### src/rtl/hack_pc.sv
// -----------------------------------------------------------------------------
// hack_pc : Hack CPU program counter stage
//
// Each advancing cycle it evaluates the Hack jump condition from the ALU flags
// and the C-instruction jump bits. It then loads the jump target, increments,
// or holds. A jump-to-self with unconditional jump bits (jmp=111) is the usual
// Hack halt idiom. It is latched as a sticky halt, which only reset clears.
//
// Ports
//   clk     in   1      rising-edge clock
//   reset   in   1      synchronous, active-high reset
//   en      in   1      advance enable; 0 = stall, all state holds
//   is_c    in   1      current instruction is a C-instruction
//   jmp     in   3      jump bits {j1,j2,j3} = {lt,eq,gt}
//   zr      in   1      ALU out == 0
//   ng      in   1      ALU out < 0
//   target  in   WIDTH  jump destination (A register value)
//   pc      out  WIDTH  current instruction address (registered)
//   taken   out  1      last advancing update was a jump (registered)
//   halted  out  1      sticky self-jump halt; this is the FSM state (HALT)
//
// Flow control: there is no valid/ready handshake. en is a plain stall
// qualifier. On an edge with en=0, nothing changes. On an edge with en=1, the
// inputs presented on that edge are consumed. The result is visible after
// that edge.
// -----------------------------------------------------------------------------
module hack_pc #(
  parameter int unsigned           WIDTH     = 16,
  parameter logic [WIDTH-1:0]      RESET_VEC = '0
) (
  input  logic             clk,
  input  logic             reset,
  input  logic             en,
  input  logic             is_c,
  input  logic [2:0]       jmp,
  input  logic             zr,
  input  logic             ng,
  input  logic [WIDTH-1:0] target,
  output logic [WIDTH-1:0] pc,
  output logic             taken,
  output logic             halted
);

  typedef enum logic {
    RUN  = 1'b0,
    HALT = 1'b1
  } state_t;

  state_t state;

  logic jump;
  logic self_halt;

  // Hack jump condition, evaluated literally. The zr=ng=1 case is not a legal
  // ALU output, so it gets no special treatment. The gt term needs both flags
  // to be clear.
  always_comb begin
    jump = is_c & ((jmp[2] & ng) | (jmp[1] & zr) | (jmp[0] & ~zr & ~ng));
  end

  // Only the unconditional form counts as the halt idiom. A conditional
  // self-jump is an ordinary jump, because the flags may change later.
  always_comb begin
    self_halt = jump & (target == pc) & (jmp == 3'b111);
  end

  always_ff @(posedge clk) begin
    if (reset) begin
      state <= RUN;
      pc    <= RESET_VEC;
      taken <= 1'b0;
    end else begin
      case (state)
        RUN: begin
          if (en) begin
            if (jump) begin
              pc    <= target;
              taken <= 1'b1;
              if (self_halt) state <= HALT;
            end else begin
              // Natural wrap from all-ones to zero; no flag is raised.
              pc    <= pc + WIDTH'(1);
              taken <= 1'b0;
            end
          end
        end
        HALT: begin
          // Frozen until reset, whatever en and the jump inputs are doing.
        end
        default: state <= RUN;
      endcase
    end
  end

  assign halted = (state == HALT);

endmodule

### config.mk
export PLATFORM = sky130hd
export DESIGN_NAME = hack_pc
export DESIGN_NICKNAME = d
export VERILOG_FILES = /design/src/rtl/hack_pc.sv
export SDC_FILE = /design/constraint.sdc
export NUM_CORES = 1
export LEC_CHECK = 0
export ABC_AREA = 1
export CORE_MARGIN = 8
export CORE_UTILIZATION = 33
export DETAILED_ROUTE_END_ITERATION = 16
export PLACE_DENSITY = 0.66
export SLEW_MARGIN = 0
export SYNTH_ARGS = -nofsm -noshare
export SYNTH_HDL_FRONTEND = slang
export SYNTH_SLANG_ARGS = --single-unit
### constraint.sdc
create_clock -name clk -period 3.4 [get_ports clk]
set_clock_uncertainty 0.05 [all_clocks]
set_input_delay 0.68 -clock clk [delete_from_list [all_inputs] [get_ports clk]]
set_output_delay 0.68 -clock clk [all_outputs]
set_load 0.05 [all_outputs]
After elaboration in Yosys (flattened, before gate mapping):

Cells that the tools add are included.
W data, S select, Z words.

* muxes and demuxes: 6
* equal/unequal tests: 2
* add/subtract/negate cells: 1
* reductions and logical operators: 1
* bitwise gates (word level): 12

Operators by type and width (count)
* $add A16 B1 Y16 const B: 1
* $eq A16 B16 Y1: 1
* $mux W16: 1
* $and A1 B1 Y1: 7
* $mux W1: 5
* $eq A3 B3 Y1 const B: 1
* $not A1 Y1: 3
* $or A1 B1 Y1: 2
* $reduce_and A2 Y1: 1

* output and inout bits: 18
* input bits: 25
* register bits: 18
* word-level logic and storage cells: 25

Depth between registers and ports, before layout:

* depth after elaboration: 11
* mapped depth: 9
* mapped depth without buffers: 9

Least setup slack after synthesis:

Ideal clock, no wire load.

* path type: reg-to-reg
* start: register pc[1]
* end: register pc[12]
* data arrival time: 1652 ps
* period minus slack after synthesis: 1836 ps
* required time: 3215 ps
* setup slack: 1564 ps
* library setup time: 135 ps
* stages on the path, launching flop included: 9
* buffers on the path: 0
* path through: dfxtp_1 -> ha_1 -> nand3_2 -> nor2_4 -> nand3_1 -> nand2_1 -> nand3_1 -> nand2_1 -> a21oi_2

* longest elaborated chain between the ends: 2

Ends and longest elaborated chain
* start: declaration: RTL line 39 `output logic [WIDTH-1:0] pc,`
* start signal: assignment: RTL line 77 `pc <= target;`
* start signal: assignment: RTL line 82 `pc <= pc + WIDTH'(1);`
* $add A16 B1 Y16: RTL line 82
* $mux W16: RTL line 76 `if (jump) begin`

Every way passes these cells.
A chain may end at the register's enable or synchronous reset.

Worst setup path in the final report:

* start: input port en
* end: register pc[10]

* longest elaborated chain between the ends: 1

Ends and longest elaborated chain
* start: declaration: RTL line 33 `input logic en,`
* $reduce_and A2 Y1 (no source line)

Every way passes these cells.

==> run metrics <==
DRC 0; CTS Sinks 18; critical-path maximum fanout 17; outcome completed; highest clock rate 0.4185 GHz; DRT antenna net count 0; row count 24; Worst Max-Slew Pin Slew 0.5103 ns; post-DP HPWL 3.734 mm; die area 0.006969 mm^2; layout cell share with drive strength beyond 1 8.224%; final setup violation count 0; postcts setup bufs 0; CTS buffer count 3; Crit path required time 3.55 ns; Fin Setup TNS 0 ns; Worst path slowest cell clkdlybuf4s50_1; H-tree Lvls 1; initial antenna violation count 0; leakage 0.0008658 uW; Crit. End Element register; Synth-to-Final Area Change 34.39%; Cell Pwr Density 303.2 mW/mm^2; routability cong. 0.8419; Setup crit start kind input port; DR pass1 iterations 4; worst setup margin 1.010 ns; Hold WC Path Type reg -> reg; Distinct cells, synth 29; Net count, final 331; TritonCTS clock tree done; Mapped Avg Cell Area 5.735 um^2; post-route minimum period 2.390 ns; register clock-pin slew on the reported worst setup and hold paths 0.08 ns; clk buf depth 2; ant diodes 0; largest net degree at the start of global routing 18; final global-route overflow total 0; crit share post-route 70.28%; reg2reg start halted$_SDFF_PP0_; crit path DAT 2.54 ns; synthesized net count 288; first-pass GRT wire length 8.466 mm; drt wl/cell 13.78 um; vias 1,795; Ys Warns 0; # Max-Cap Violations 0; Initial Util 34.28%; most frequent cells in the layout 83 x nand2_1, 42 x clkdlybuf4s50_1, 34 x inv_1; most common cell after layout, fill and taps aside nand2_1; die width 83.48 um; area of the mapped netlist 0.001503 mm^2; Largest stage delay, worst path 0.49 ns; total track usage 14.38%; RSZ-0062 raised after global routing false; core box area 0.004384 mm^2; Max Slew Vio Count 0; I/O pin cnt 43; Worst-Skew Late Latency 0.26 ns; maximum VDD drop 0.1307 mV; root buffer cell clkbuf_8; Cell Chain, Critical Path clkdlybuf4s50_1 -> nand2_2 -> inv_2 -> nand3_2 -> inv_1 -> nand2_1 -> nand2_1 -> nor2_1 -> nor2_1; sequential cell area fraction in the yosys report 23.98%; fill count 449; vias in the first global route 1,762; Slew headroom 65.88%; CTS Hold Bufs 0; # port buffers 42; CP Launch Point en; pre-CTS setup slack 0.7574 ns; routed vias/inst 5.042; CTS resizes 0; final hold vios 0; Synth Register Bits 18; first-iteration detailed-routing DRC count 171; Hold Startpoint taken$_SDFFE_PP0P_; Die Span Y 83.48 um; WL final 4.905 mm; Mapped Cells 262; crit path kind in -> reg
==> per-stage QoR <==
step	hold WS [ns]	util [%]	total power [uW]	instances	instance area, um^2
floorplan	0.6399	-	354.9	262	1503
global placement	0.4133	44.81	430.3	352	1964
detailed placement	0.4124	44.81	430.9	352	1964
CTS	0.4243	46.06	612.4	356	2019
global route	0.4643	46.06	644.0	356	2019
finish	0.4250	46.06	612.2	356	2019
==> report_power, final <==
group / switching, uW / total [uW] / internal (uW)
registers: 18.7 / 241 / 222
clock network: 82.7 / 186 / 103
logic: 112 / 186 / 74.3
total: 213 / 612 / 399
==> routing by layer <==
metal,vias up,part of all wire [%],global-route usage (%)
met2,87,43,21.36
met1,781,47,19.46
met5,-,0,0
met3,14,7.5,3.223
met4,0,2.3,5.651
li1,913,-,-
==> critical path, delay by kind of cell <==
kind / cells / cell delay (ns)
buffers and inverters: 3 / 1.08
and+or+nand+nor: 6 / 0.79
==> cell families (layout without fill, tap and decap cells) <==
family	count (synthesis)	after routing	synth area share [%]
DFF	18	18	23.98
xor gates and xnor gates	7	7	4.080
buffers and inverters	43	85	11.57
and+or+nand+nor	165	165	48.79
adders and majority gates	1	1	0.8325
AOI/OAI and AO/OA	28	28	10.74
==> state kept, by name, summed over array words and instances (netlist names) <==
register,cells
taken,1
pc,16
halted,1
==> worst paths after layout <==
| check | end | slack, ns | depth (start not counted) |
|---|---|---|---|
| worst max-delay path | pc[10]$_SDFFE_PP0P_ | 1.01 | 9 |
| worst min-delay path | taken$_SDFFE_PP0P_ | 0.42 | 2 |
| worst max register to register | pc[10]$_SDFFE_PP0P_ | 1.57 | 9 |
| worst min register to register | taken$_SDFFE_PP0P_ | 0.42 | 2 |
==> area by class of cell <==
class	instances	area, um^2	share of cell area [%]
clock buffer	4	55.05	2.726
inverter	38	142.6	7.063
multi-input combinational	201	968.4	47.96
sequential	18	360.3	17.84
tap	52	65.06	3.222
timing repair buffer	43	427.9	21.19
==> cell usage after synthesis <==
master	number	area, um^2
nand2_1	83	311.6
inv_1	34	127.6
nor2_1	32	120.1
nand3_1	27	135.1
dfxtp_1	18	360.4
o21ai_0	11	55.05
a21oi_1	7	35.03
nand4_1	6	37.54
xnor2_1	5	43.79
a21oi_2	4	35.03
inv_2	4	15.01
nand2_2	4	25.02
nand3_2	4	40.04
nor3_1	3	15.01
o21ai_1	3	15.01
nor2_2	2	12.51
nor2_4	2	22.52
xor2_1	2	17.52
a211oi_1	1	7.510
a21o_1	1	7.510
a31oi_1	1	6.260
buf_1	1	3.750
buf_2	1	5.000
buf_4	1	7.510
buf_6	1	11.26
clkbuf_1	1	3.750
ha_1	1	12.51
nand3b_1	1	7.510
nor4_1	1	6.260
No activity file was read; power rests on OpenSTA's default activity.
